===== src/rtl/cpu24_pkg.sv =====
// cpu24_pkg
//   Shared constants and types for the 24-bit CPU front end.
//   INSTR_W / ADDR_W      : instruction word and word-address widths
//   OPCODE_W/MSB/LSB      : location of the opcode field inside an instruction
//   fetch_entry_t         : one prefetch buffer entry, {pc, instr}
package cpu24_pkg;

  localparam int INSTR_W    = 24;
  localparam int ADDR_W     = 10;
  localparam int OPCODE_W   = 4;
  localparam int OPCODE_MSB = 23;
  localparam int OPCODE_LSB = 20;

  typedef struct packed {
    logic [ADDR_W-1:0]  pc;
    logic [INSTR_W-1:0] instr;
  } fetch_entry_t;

endpackage


===== src/rtl/prefetch_fifo.sv =====
// prefetch_fifo
//   Synchronous FIFO with a synchronous clear, used as the instruction
//   prefetch buffer. Read data is the current head (first-word fall-through
//   view of registered storage), so a word written in cycle t is visible at t+1.
// Ports
//   clk, rst        : clock, synchronous active-high reset
//   clr             : synchronous flush; wins over push and pop
//   push, push_data : write one entry (must not be full)
//   pop             : remove the head entry (must not be empty)
//   pop_data        : head entry
//   empty, full     : occupancy flags
//   count           : number of stored entries, 0..DEPTH
module prefetch_fifo #(
  parameter int DEPTH = 4,
  parameter int W     = 34
) (
  input  logic                         clk,
  input  logic                         rst,
  input  logic                         clr,
  input  logic                         push,
  input  logic [W-1:0]                 push_data,
  input  logic                         pop,
  output logic [W-1:0]                 pop_data,
  output logic                         empty,
  output logic                         full,
  output logic [$clog2(DEPTH+1)-1:0]   count
);

  localparam int PTR_W = (DEPTH > 1) ? $clog2(DEPTH) : 1;
  localparam int CNT_W = $clog2(DEPTH+1);

  logic [W-1:0]     mem [DEPTH];
  logic [PTR_W-1:0] rd_ptr;
  logic [PTR_W-1:0] wr_ptr;

  // Explicit wrap keeps non-power-of-two depths correct.
  function automatic logic [PTR_W-1:0] ptr_inc(input logic [PTR_W-1:0] p);
    return (p == PTR_W'(DEPTH-1)) ? '0 : p + 1'b1;
  endfunction

  assign empty    = (count == '0);
  assign full     = (count == CNT_W'(DEPTH));
  assign pop_data = mem[rd_ptr];

  always_ff @(posedge clk) begin
    if (rst || clr) begin
      rd_ptr <= '0;
      wr_ptr <= '0;
      count  <= '0;
    end else begin
      if (push) wr_ptr <= ptr_inc(wr_ptr);
      if (pop)  rd_ptr <= ptr_inc(rd_ptr);
      case ({push, pop})
        2'b10:   count <= count + 1'b1;
        2'b01:   count <= count - 1'b1;
        default: count <= count;
      endcase
    end
  end

  // Storage carries data only, so it is not reset.
  always_ff @(posedge clk) begin
    if (push && !clr) mem[wr_ptr] <= push_data;
  end

`ifndef SYNTHESIS
  always_ff @(posedge clk) begin
    if (!rst && !clr) begin
      assert (!(push && full && !pop));
      assert (!(pop && empty));
    end
  end
`endif

endmodule


===== src/rtl/instr_prefetch_unit.sv =====
// instr_prefetch_unit
//   Instruction fetch stage: issues in-order word requests to instruction
//   memory, buffers returned words with their PCs in a prefetch FIFO and
//   hands {pc, instr, opcode} to decode over valid/ready. A branch redirect
//   flushes the buffer, restarts fetch at the target and discards the
//   responses of requests that were already in flight.
// Ports
//   clk, rst                       : clock, synchronous active-high reset
//   imem_req_valid/ready/addr      : fetch request channel
//   imem_rsp_valid/data            : in-order response channel, never stalled
//   redirect_valid/pc              : taken-branch restart from the datapath
//   out_valid/ready                : decode handshake
//   out_instr/pc/opcode            : head instruction, its address and opcode
module instr_prefetch_unit #(
  parameter int                INSTR_W  = 24,
  parameter int                ADDR_W   = 10,
  parameter int                DEPTH    = 4,
  parameter logic [ADDR_W-1:0] RESET_PC = '0
) (
  input  logic               clk,
  input  logic               rst,
  output logic               imem_req_valid,
  input  logic               imem_req_ready,
  output logic [ADDR_W-1:0]  imem_req_addr,
  input  logic               imem_rsp_valid,
  input  logic [INSTR_W-1:0] imem_rsp_data,
  input  logic               redirect_valid,
  input  logic [ADDR_W-1:0]  redirect_pc,
  output logic               out_valid,
  input  logic               out_ready,
  output logic [INSTR_W-1:0] out_instr,
  output logic [ADDR_W-1:0]  out_pc,
  output logic [3:0]         out_opcode
);

  import cpu24_pkg::*;

  localparam int                CNT_W   = $clog2(DEPTH+1);
  localparam logic [CNT_W:0]    CREDITS = (CNT_W+1)'(DEPTH);

  logic [ADDR_W-1:0] fetch_pc;
  logic [ADDR_W-1:0] resp_pc;
  logic [CNT_W-1:0]  inflight;
  logic [CNT_W-1:0]  inflight_nxt;
  logic [CNT_W-1:0]  drop_cnt;
  logic [CNT_W-1:0]  fifo_count;
  logic [CNT_W:0]    credit_used;
  logic              fifo_empty;
  logic              fifo_full;
  logic              req_fire;
  logic              push;
  logic              pop;
  fetch_entry_t      push_entry;
  fetch_entry_t      head_entry;

  // Every buffered word and every outstanding request holds one credit, so
  // the FIFO can always absorb all responses still on their way.
  assign credit_used    = {1'b0, fifo_count} + {1'b0, inflight};
  assign imem_req_valid = !rst && !redirect_valid && (credit_used < CREDITS);
  assign imem_req_addr  = fetch_pc;
  assign req_fire       = imem_req_valid && imem_req_ready;

  // A response in a redirect cycle is stale by definition; it is retired
  // without being buffered.
  assign push             = imem_rsp_valid && (drop_cnt == '0) && !redirect_valid;
  assign push_entry.pc    = resp_pc;
  assign push_entry.instr = imem_rsp_data;

  assign out_valid  = !fifo_empty;
  assign pop        = out_valid && out_ready;
  assign out_instr  = out_valid ? head_entry.instr : '0;
  assign out_pc     = out_valid ? head_entry.pc    : '0;
  assign out_opcode = out_instr[OPCODE_MSB:OPCODE_LSB];

  always_comb begin
    inflight_nxt = inflight;
    if (req_fire && !imem_rsp_valid)      inflight_nxt = inflight + 1'b1;
    else if (!req_fire && imem_rsp_valid) inflight_nxt = inflight - 1'b1;
  end

  always_ff @(posedge clk) begin
    if (rst) begin
      fetch_pc <= RESET_PC;
      resp_pc  <= RESET_PC;
      inflight <= '0;
      drop_cnt <= '0;
    end else begin
      inflight <= inflight_nxt;
      if (redirect_valid) begin
        fetch_pc <= redirect_pc;
        resp_pc  <= redirect_pc;
        // Everything still outstanding after this cycle belongs to the old path.
        drop_cnt <= inflight_nxt;
      end else begin
        if (req_fire) fetch_pc <= fetch_pc + 1'b1;
        if (imem_rsp_valid) begin
          if (drop_cnt != '0) drop_cnt <= drop_cnt - 1'b1;
          else                resp_pc  <= resp_pc + 1'b1;
        end
      end
    end
  end

  prefetch_fifo #(
    .DEPTH (DEPTH),
    .W     ($bits(fetch_entry_t))
  ) u_fifo (
    .clk       (clk),
    .rst       (rst),
    .clr       (redirect_valid),
    .push      (push),
    .push_data (push_entry),
    .pop       (pop),
    .pop_data  (head_entry),
    .empty     (fifo_empty),
    .full      (fifo_full),
    .count     (fifo_count)
  );

`ifndef SYNTHESIS
  always_ff @(posedge clk) begin
    if (!rst) begin
      assert (!(push && fifo_full));
      assert (inflight <= CNT_W'(DEPTH));
      assert (drop_cnt <= CNT_W'(DEPTH));
      assert (!(imem_rsp_valid && inflight == '0));
    end
  end
`endif

endmodule


===== config.mk =====
export PLATFORM = sky130hd
export DESIGN_NAME = instr_prefetch_unit
export DESIGN_NICKNAME = d
export VERILOG_FILES = /design/src/rtl/cpu24_pkg.sv /design/src/rtl/prefetch_fifo.sv /design/src/rtl/instr_prefetch_unit.sv
export SDC_FILE = /design/constraint.sdc
export NUM_CORES = 1
export LEC_CHECK = 0
export BUFFER_PORTS_ARGS = -buffer_cell sky130_fd_sc_hd__buf_4
export CAP_MARGIN = 10
export CELL_PAD_IN_SITES_DETAIL_PLACEMENT = 0
export CELL_PAD_IN_SITES_GLOBAL_PLACEMENT = 1
export CORE_MARGIN = 2
export CORE_UTILIZATION = 45
export CTS_BUF_LIST = sky130_fd_sc_hd__clkbuf_4
export DETAILED_ROUTE_END_ITERATION = 7
export HOLD_SLACK_MARGIN = 0.12
export PLACE_DENSITY = 0.8
export SETUP_SLACK_MARGIN = 0.1
export SYNTH_ARGS = -nofsm -noshare
export SYNTH_HDL_FRONTEND = slang
export SYNTH_HIERARCHICAL = 1
export SYNTH_SLANG_ARGS = --single-unit

===== constraint.sdc =====
create_clock -name clk -period 3.15 [get_ports clk]
set_input_delay 0.63 -clock clk [delete_from_list [all_inputs] [get_ports clk]]
set_output_delay 0.63 -clock clk [all_outputs]
set_load 0.05 [all_outputs]

==> impl_metrics.tcl <==
set metrics [dict create \
    status "completed" \
    hold_viol_final 0 \
    grt_pass1_wl_um 21570 \
    dp_hpwl_um 8743 \
    die-area_sq_um 17150 \
    report.final.slew_viol_count 0 \
    antenna_found_initial 0 \
    fin_nets 608 \
    period_share 0.9033 \
    coreArea_sq_um 15830 \
    clk_pin_slew_ns 0.14 \
    synth_fp_nets 517 \
    wl_per_cell_um 17.33 \
    ctsHoldBuffers 0 \
    ir_drop_mv 0.2290 \
    num_antenna_cells 0 \
    start_util 0.4582 \
    highest_layer "met4" \
    yosys_warnings 6 \
    post-route-util 0.5368 \
    netlist_area_sq_um 7252 \
    maxCapViolCount 0 \
    fp.dieH_um 130.9 \
    grt.total_usage 0.1684 \
    grt_max_degree 36 \
    cp-end-kind "output port" \
    required_ns 2.52 \
    postCtsSetupRepairBufs 0 \
    initialDrtViolationCount 288 \
    tightest_slew_ns 0.6613 \
    viasPerCell 5.294 \
    cp-start-kind "flip-flop" \
    fmax_mhz 351.5 \
    cts_sinks 171 \
    wl_met1_um 5852 \
    setup_tns_ns 0 \
    synth.avg_cell_area_sq_um 15.70 \
    dr_wl_met3_um 839 \
    crit_arrival_ns 2.22 \
    worstHoldStart "imem_rsp_data[12]" \
    path_class "reg -> out" \
    fin_crit_ns 2.845 \
    hp-class "in -> reg" \
    rsz0062_at_grt "false" \
    p_leak_nw 2.941 \
    gp_congestion 0.8391 \
    syn_inst 462 \
    row_count 46 \
    drc_errors 0 \
    cts_tree "built" \
    grt_pass1_vias 4193 \
    htreeDepth 4 \
    path_max_fanout 16 \
    portBuffers 89 \
    dr.pass1.iters 4 \
    finalWirelength_um 13530 \
    power_density_nw_per_um2 518.5 \
    cts-resized-gates 0 \
    max_slew_margin 0.5533 \
    cts_buffers 17 \
    cts_buffer_depth 2 \
    insertion_delay_ns 0.55 \
    io_pins 90 \
    met2_wirelength_um 6639 \
    grt_overflow 0 \
    num-fill-cells 1305 \
    fin_skew_ns 0.01570 \
    die_x_um 130.9 \
    finalSetupViolCount 0 \
    ant_nets 0 \
    rr_startpoint "drop_cnt[1]" \
    drive_gt1_frac 0.3044 \
    synthToLayoutAreaGrowth_pct 17.15 \
    reg2reg_slack_ns 0.52 \
    cts_root_buf "clkbuf_4" \
    vias 4135 \
]
## worst paths after layout
| check | depth (start not counted) | end |
|---|---|---|
| setup / recovery | 4 | out_instr[19] |
| hold / removal | 1 | u_fifo/mem[0][12] |
| setup reg to reg | 11 | u_fifo/count[2] |
| hold reg to reg | 2 | imem_req_addr[9] |
## cell type report
type	count	area, sq um	area share
flip-flops and latches	171	4787	0.5635
multi-input cells	247	2226	0.2620
repair buffers	99	805.8	0.09485
well taps	216	270.3	0.03181
clock inverters	11	192.7	0.02268
clock buffers	20	150.1	0.01767
inverters	17	63.81	0.007511
## power breakdown
group	switching (W)	internal, W	leakage [nW]
Clock	0.000710	0.000735	0.181
Combinational	0.000258	0.000171	1.24
Sequential	0.0000475	0.00248	1.52
## routing by layer
layer / up-vias / GRT usage
met1: 2034 / 0.2202
met2: 136 / 0.2780
met3: 16 / 0.04031
met5: - / 0
li1: 1949 / -
met4: 0 / 0.05820
## registers in the layout, indices dropped and copies added, names as in the netlist, named ones only
name	flops
imem_req_addr	10
inflight	3
u_fifo/wr_ptr	2
drop_cnt	3
u_fifo/count	3
resp_pc	10
u_fifo/mem	136
u_fifo/rd_ptr	2
## worst max-delay path: stages, from the launching register on
cell and delay [ns]:
dfxtp_2 0.64, buf_4 0.31, mux4_2 0.32, nor2b_1 0.17
buf_4 0.22
## metrics by stage
| step | power, W | worst slack [ns] | area, sq um | hold slack [ns] | cells |
|---|---|---|---|---|---|
| finish | 0.004405 | 0.3047 | 8496 | 0.2698 | 781 |
| floorplan | 0.002862 | 0.2845 | 7252 | 0.4690 | 462 |
| detailed placement | 0.003014 | 0.4352 | 8153 | 0.4655 | 750 |
| CTS | 0.004454 | 0.2344 | 8496 | 0.2228 | 781 |
| global placement | 0.003000 | 0.5313 | 8153 | 0.4555 | 750 |
| global route | 0.004575 | 0.1958 | 8496 | 0.2171 | 781 |
## layout by cell type (no fill, tap or decap), drive strengths merged, types with 2 or more instances in the layout
master	count
nand3	5
o311ai	2
nor3	5
xor2	5
mux2	2
mux2i	5
nor2	19
a21o	2
or2	2
a41oi	3
a31oi	4
o31a	3
or3	3
xnor2	6
clkinv	3
o22ai	4
nand4	6
and2	6
buf	99
mux4	34
and4	2
nand2	25
dfxtp	35
bufinv	5
nand4b	2
a21oi	14
edfxtp	136
inv	19
a211oi	7
ha	14
and3	5
nor3b	2
nor2b	38
clkbuf	20
o21ai	7
(Power assumes the default switching activity.)
